`src/rtl/sonic_echo_responder.sv`:
```
// Ultrasonic range-sensor emulator: answers a Trig pulse with an Echo pulse
// whose width encodes a programmed target distance.
module sonic_echo_responder #(
    parameter int unsigned CLK_MHZ         = 100,
    parameter int unsigned MIN_TRIG_CYCLES = 10 * CLK_MHZ,
    parameter int unsigned BURST_CYCLES    = 200 * CLK_MHZ,
    parameter int unsigned CYC_PER_CM      = 58 * CLK_MHZ,
    parameter int unsigned MAX_CM          = 400,
    parameter int unsigned TIMEOUT_CYCLES  = 38000 * CLK_MHZ,
    parameter int unsigned HOLDOFF_CYCLES  = 10000 * CLK_MHZ
) (
    input  logic       clk,
    input  logic       rst,
    input  logic       trig,
    input  logic [8:0] distance_cm,
    output logic       echo,
    output logic       busy,
    output logic       short_trig
);

    localparam int unsigned MAX_IN_RANGE = MAX_CM * CYC_PER_CM;
    localparam int unsigned MAX_W_A      = (MAX_IN_RANGE > TIMEOUT_CYCLES) ? MAX_IN_RANGE : TIMEOUT_CYCLES;
    localparam int unsigned MAX_WIDTH    = (MAX_W_A > 2 * CYC_PER_CM) ? MAX_W_A : 2 * CYC_PER_CM;
    localparam int unsigned WIDTH_BITS   = $clog2(MAX_WIDTH + 1);
    localparam int unsigned WIDTH_W      = (WIDTH_BITS > 23) ? WIDTH_BITS : 23;
    localparam int unsigned PHASE_A      = (BURST_CYCLES > HOLDOFF_CYCLES) ? BURST_CYCLES : HOLDOFF_CYCLES;
    localparam int unsigned PHASE_MAX    = (PHASE_A > MIN_TRIG_CYCLES) ? PHASE_A : MIN_TRIG_CYCLES;
    localparam int unsigned PHASE_BITS   = $clog2(PHASE_MAX + 1);
    localparam int unsigned CNT_W        = (PHASE_BITS > WIDTH_W) ? PHASE_BITS : WIDTH_W;

    typedef enum logic [2:0] {
        S_IDLE    = 3'd0,
        S_TRIG_HI = 3'd1,
        S_BURST   = 3'd2,
        S_ECHO    = 3'd3,
        S_HOLDOFF = 3'd4
    } state_t;

    state_t               state;
    logic [CNT_W-1:0]     cnt;
    logic [WIDTH_W-1:0]   width_q;
    logic [WIDTH_W-1:0]   width_c;
    logic                 trig_meta;
    logic                 trig_s;
    logic                 trig_s_d;
    logic                 sync_vld1;
    logic                 sync_vld2;
    logic                 armed;
    logic                 trig_rise_c;

    // Two-flop synchronizer, edge history, and arming once a real low has been seen
    always_ff @(posedge clk) begin
        if (rst) begin
            trig_meta <= 1'b0;
            trig_s    <= 1'b0;
            trig_s_d  <= 1'b0;
            sync_vld1 <= 1'b0;
            sync_vld2 <= 1'b0;
            armed     <= 1'b0;
        end else begin
            trig_meta <= trig;
            trig_s    <= trig_meta;
            trig_s_d  <= trig_s;
            sync_vld1 <= 1'b1;
            sync_vld2 <= sync_vld1;
            armed     <= armed | (sync_vld2 & ~trig_s);
        end
    end

    // A rising edge only counts after trig has genuinely been observed low
    assign trig_rise_c = trig_s & ~trig_s_d & armed;

    // Echo width for the current distance input (latched at trig acceptance)
    always_comb begin
        width_c = WIDTH_W'(0);
        if (distance_cm == 9'd0) begin
            width_c = WIDTH_W'(2 * CYC_PER_CM);
        end else if (32'(distance_cm) > MAX_CM) begin
            width_c = WIDTH_W'(TIMEOUT_CYCLES);
        end else begin
            width_c = WIDTH_W'(distance_cm) * WIDTH_W'(CYC_PER_CM);
        end
    end

    // Measurement sequencer: trig width check, burst delay, echo, dead time
    always_ff @(posedge clk) begin
        if (rst) begin
            state      <= S_IDLE;
            cnt        <= CNT_W'(0);
            width_q    <= WIDTH_W'(0);
            echo       <= 1'b0;
            busy       <= 1'b0;
            short_trig <= 1'b0;
        end else begin
            short_trig <= 1'b0;
            case (state)
                S_IDLE: begin
                    if (trig_rise_c) begin
                        state <= S_TRIG_HI;
                        cnt   <= CNT_W'(1);
                        busy  <= 1'b1;
                    end
                end
                S_TRIG_HI: begin
                    if (trig_s) begin
                        if (cnt < CNT_W'(MIN_TRIG_CYCLES)) begin
                            cnt <= cnt + CNT_W'(1);
                        end
                    end else if (cnt >= CNT_W'(MIN_TRIG_CYCLES)) begin
                        width_q <= width_c;
                        cnt     <= CNT_W'(0);
                        state   <= S_BURST;
                    end else begin
                        short_trig <= 1'b1;
                        busy       <= 1'b0;
                        cnt        <= CNT_W'(0);
                        state      <= S_IDLE;
                    end
                end
                S_BURST: begin
                    if (cnt == CNT_W'(BURST_CYCLES - 1)) begin
                        cnt   <= CNT_W'(0);
                        echo  <= 1'b1;
                        state <= S_ECHO;
                    end else begin
                        cnt <= cnt + CNT_W'(1);
                    end
                end
                S_ECHO: begin
                    if (cnt == CNT_W'(width_q - WIDTH_W'(1))) begin
                        cnt   <= CNT_W'(0);
                        echo  <= 1'b0;
                        state <= S_HOLDOFF;
                    end else begin
                        cnt <= cnt + CNT_W'(1);
                    end
                end
                S_HOLDOFF: begin
                    if (cnt == CNT_W'(HOLDOFF_CYCLES - 1)) begin
                        cnt   <= CNT_W'(0);
                        busy  <= 1'b0;
                        state <= S_IDLE;
                    end else begin
                        cnt <= cnt + CNT_W'(1);
                    end
                end
                default: begin
                    state <= S_IDLE;
                    cnt   <= CNT_W'(0);
                    echo  <= 1'b0;
                    busy  <= 1'b0;
                end
            endcase
        end
    end

endmodule

```
`config.mk`:
```
export PLATFORM = sky130hd
export DESIGN_NAME = sonic_echo_responder
export DESIGN_NICKNAME = d
export VERILOG_FILES = /design/src/rtl/sonic_echo_responder.sv
export SDC_FILE = /design/constraint.sdc
export NUM_CORES = 1
export LEC_CHECK = 0
export ABC_AREA = 1
export CAP_MARGIN = 10
export CORE_AREA = 2 2 127 129
export CTS_BUF_LIST = sky130_fd_sc_hd__clkbuf_4 sky130_fd_sc_hd__clkbuf_8 sky130_fd_sc_hd__clkbuf_16
export CTS_CLUSTER_DIAMETER = 40
export DETAILED_ROUTE_END_ITERATION = 10
export DIE_AREA = 0 0 129 131
export PLACE_DENSITY = 0.51
export SLEW_MARGIN = 0
export SYNTH_ARGS = -nofsm -noshare
export SYNTH_HDL_FRONTEND = slang
export SYNTH_SLANG_ARGS = --single-unit
export TNS_END_PERCENT = 50
```
`constraint.sdc`:
```
create_clock -name clk -period 10.7 [get_ports clk]
set_input_delay 2.675 -clock clk [delete_from_list [all_inputs] [get_ports clk]]
set_output_delay 2.675 -clock clk [all_outputs]
set_load 0.1 [all_outputs]
```
==> impl_metrics.yaml <==
power_and_ir_drop:
  combPwrFrac_pct: 56.4
  p_leak_nw: 2.86
  ir_drop_mv: 0.0628
  seq_power_share_pct: 23.7
  switching_share_pct: 46.6
  p_sw_mw: 0.445
  p_per_area_nw_per_um2: 163
  internal-power_mw: 0.510
  clock_power_share_pct: 19.8
layout:
  fin_util_pct: 37.6
  fillers: 1714
  multi_input_area_um2: 3610
  syn_to_final_growth_pct: 9.51
  n_antenna_cell: 0
  layout.nets: 887
  layout_common_cells: "nand2_1, inv_1, nor2_1"
  drive_above_1_share_pct: 5.88
  final-seq-area_um2: 1080
  design_area_um2: 5860
  final_common_cell: "nand2_1"
logic_synthesis:
  async_flop_share_pct: 0
  synth_edf_count: 0
  synth_ff_type: "dfxtp_1"
  ys_ff_latch: 54
  ys_warn_count: 0
  avgSynthCellArea_um2: 6.78
  netlist_area_um2: 5360
  synth_seq_area_share_pct: 20.2
  synthCells: 790
  synth_nets: 879
  synth.distinct_cells: 44
global_route:
  globalRoute.totalOverflow: 0
  grt_pass1_wl_mm: 22.8
  gr-usage-all-layers_pct: 16.6
  antenna_found_initial: 0
  grt_pass1_vias: 4645
  grt_max_degree: 49
worst_setup_path:
  crit_top_cell: "inv_1"
  cp-end-kind: "register"
  reg2reg_slack_ns: 8.01
  arrival_ns: 7.15
  slowest_stage: "clkdlybuf4s50_1"
  r2r_cells: 15
  path_class: "in -> reg"
  cp_max_fo: 7
  worst_path_largest_cell_delay_ns: 0.64
  cp_data_required_time_ns: 10.93
  path_cells: "clkdlybuf4s50_1 > inv_1 > ha_1 > inv_1 > fa_1 > inv_1 > fa_1 > inv_1 > fa_1 > inv_1 > ha_1 > a21oi_1 > o21ai_0 > a21oi_1 > o21ai_0 > nand2_1 > nand3_1 > or2_2 > nand3_1 > nand2_1 > a21oi_1"
  startpoint_type: "input pin"
drt:
  via_count: 4813
  route.met3.wl_um: 272
  first_pass_iters: 5
  via_per_inst: 4.74
  drt_iter0_markers: 275
  wirelength_met1_mm: 7.33
  wl_per_cell_um: 13.0
  ant_nets: 0
  top_layer: "met4"
  dr_wl_met2_mm: 5.46
  wl_mm: 13.2
  route.detailed.drc: 0
timing:
  slew_headroom_pct: 35.3
  max_freq_ghz: 0.144
  rsz0062_at_grt: "false"
  min_period_ns: 6.92
  worst_slew_pin_slew_ns: 0.967
  fin_crit_sh_pct: 64.7
  finalSetupViolations: 0
  finalHoldViolations: 0
  drv_slew: 0
  timing.setup.tns_ns: 0
  finClkSkew_ns: 0.00414
cts:
  htree_levels: 2
  clock-sinks: 54
  cts_tree: "done"
  cts_root_buf: "clkbuf_16"
  cts_hold_buf: 0
  cts.path.max_buffers: 2
  cts_resized: 0
  post_cts_buffers: 0
  numCtsBuffers: 5
  clk_latency_ns: 0.29
  clk_pin_slew_ns: 0.07
floorplan:
  fp.dieH_um: 131
  fp.coreArea_um2: 15600
  initial_core_util_pct: 34.3
  die_area_um2: 16900
  num_rows: 46
  die_w_um: 129
  ios: 15
worst_hold_path:
  holdPathStages: 2
  min_path_type: "reg -> reg"
status:
  status: "finished, final reports clean"
placement:
  dpl-instance-area_um2: 5690
  gp_congestion: 0.823
  dp_hpwl_mm: 10.5
  port_buffers: 14
flow_run:
  drv_cap: 0
## registers in the layout (all words and copies together) (netlist names)
signal and count:
echo 1, sync_vld1 1, cnt 23, short_trig 1, armed 1, trig_s_d 1
width_q 19, sync_vld2 1, trig_meta 1, busy 1, state 3, trig_s 1
## routing by layer
| layer | up-vias | track usage [%] |
|---|---|---|
| met5 | - | 0 |
| met4 | 0 | 2.30 |
| met3 | 8 | 1.83 |
| met2 | 54 | 25.6 |
| met1 | 2204 | 25.5 |
| li1 | 2547 | - |
## stage by stage
step                total power [mW]  setup slack (ns)  hold slack, ns  cells
CTS                            0.967              3.77           0.408   1015
global placement               0.776              3.53           0.391   1007
floorplan                      0.657              4.45           0.388    790
finish                         0.955              3.78           0.405   1015
global route                    1.06              3.45           0.434   1015
detailed placement             0.773              3.46           0.397   1007
## synthesized netlist by cell type (3+ instances only)
cell | number | area, µm²
nor2_4 | 3 | 33.8
o21ai_1 | 6 | 30.0
clkbuf_1 | 7 | 26.3
nand4_1 | 17 | 106
nand2_4 | 4 | 45.0
inv_1 | 145 | 544
a211oi_1 | 4 | 30.0
xor2_1 | 19 | 166
inv_2 | 10 | 37.5
ha_1 | 54 | 676
a22oi_1 | 4 | 30.0
a21oi_1 | 58 | 290
nor3_1 | 14 | 70.1
nand2_1 | 168 | 631
nor2_2 | 4 | 25.0
nand3_1 | 57 | 285
o21ai_0 | 22 | 110
nand3_2 | 4 | 40.0
dfxtp_1 | 54 | 1080
nor4_1 | 5 | 31.3
nand2_2 | 3 | 18.8
nor2_1 | 66 | 248
xnor2_1 | 6 | 52.6
fa_1 | 23 | 460
## power by group through the flow
stage                     Sequential, mW  Combinational (mW)  Clock (mW)
after floorplan                    0.253               0.404           0
after global placement             0.231               0.545           0
after detailed placement           0.232               0.542           0
after CTS                          0.227               0.544       0.196
after global routing               0.229               0.628       0.204
final                              0.227               0.539       0.189
## worst max-delay path: cells and delay by family
| family | cells | cell delay, ns |
|---|---|---|
| AND/OR/NAND/NOR | 5 | 0.59 |
| adder cells (fa/ha/maj) | 5 | 2.14 |
| AO/OA/AOI/OAI | 5 | 0.74 |
| buffers and inverters | 6 | 0.98 |
## layout make-up
class | count | share of cell area [%]
clock buffers | 5 | 2.13
inverters | 157 | 10.0
well taps | 216 | 4.61
repair buffers | 15 | 2.43
clock inverters | 3 | 0.768
multi-input cells | 565 | 61.6
flip-flops and latches | 54 | 18.4
## final timing paths
check	startpoint	to
worst max-delay path	distance_cm[4]	width_q[21]
worst min-delay path	trig_meta	trig_s
worst max register to register	width_q[3]	cnt[21]
worst min register to register	trig_meta	trig_s
## cell families (layout without fill, tap and decap cells)
kind of cell    Yosys count  in the layout  share of synthesized area, %
simple gates            356            356                          31.1
buf+inv                 171            180                          12.4
compound gates          107            107                          11.1
fa+ha+maj                77             77                          21.2
flops                    54             54                          20.2
xor+xnor                 25             25                          4.09
Note: power is estimated with default switching activity, not from simulation.
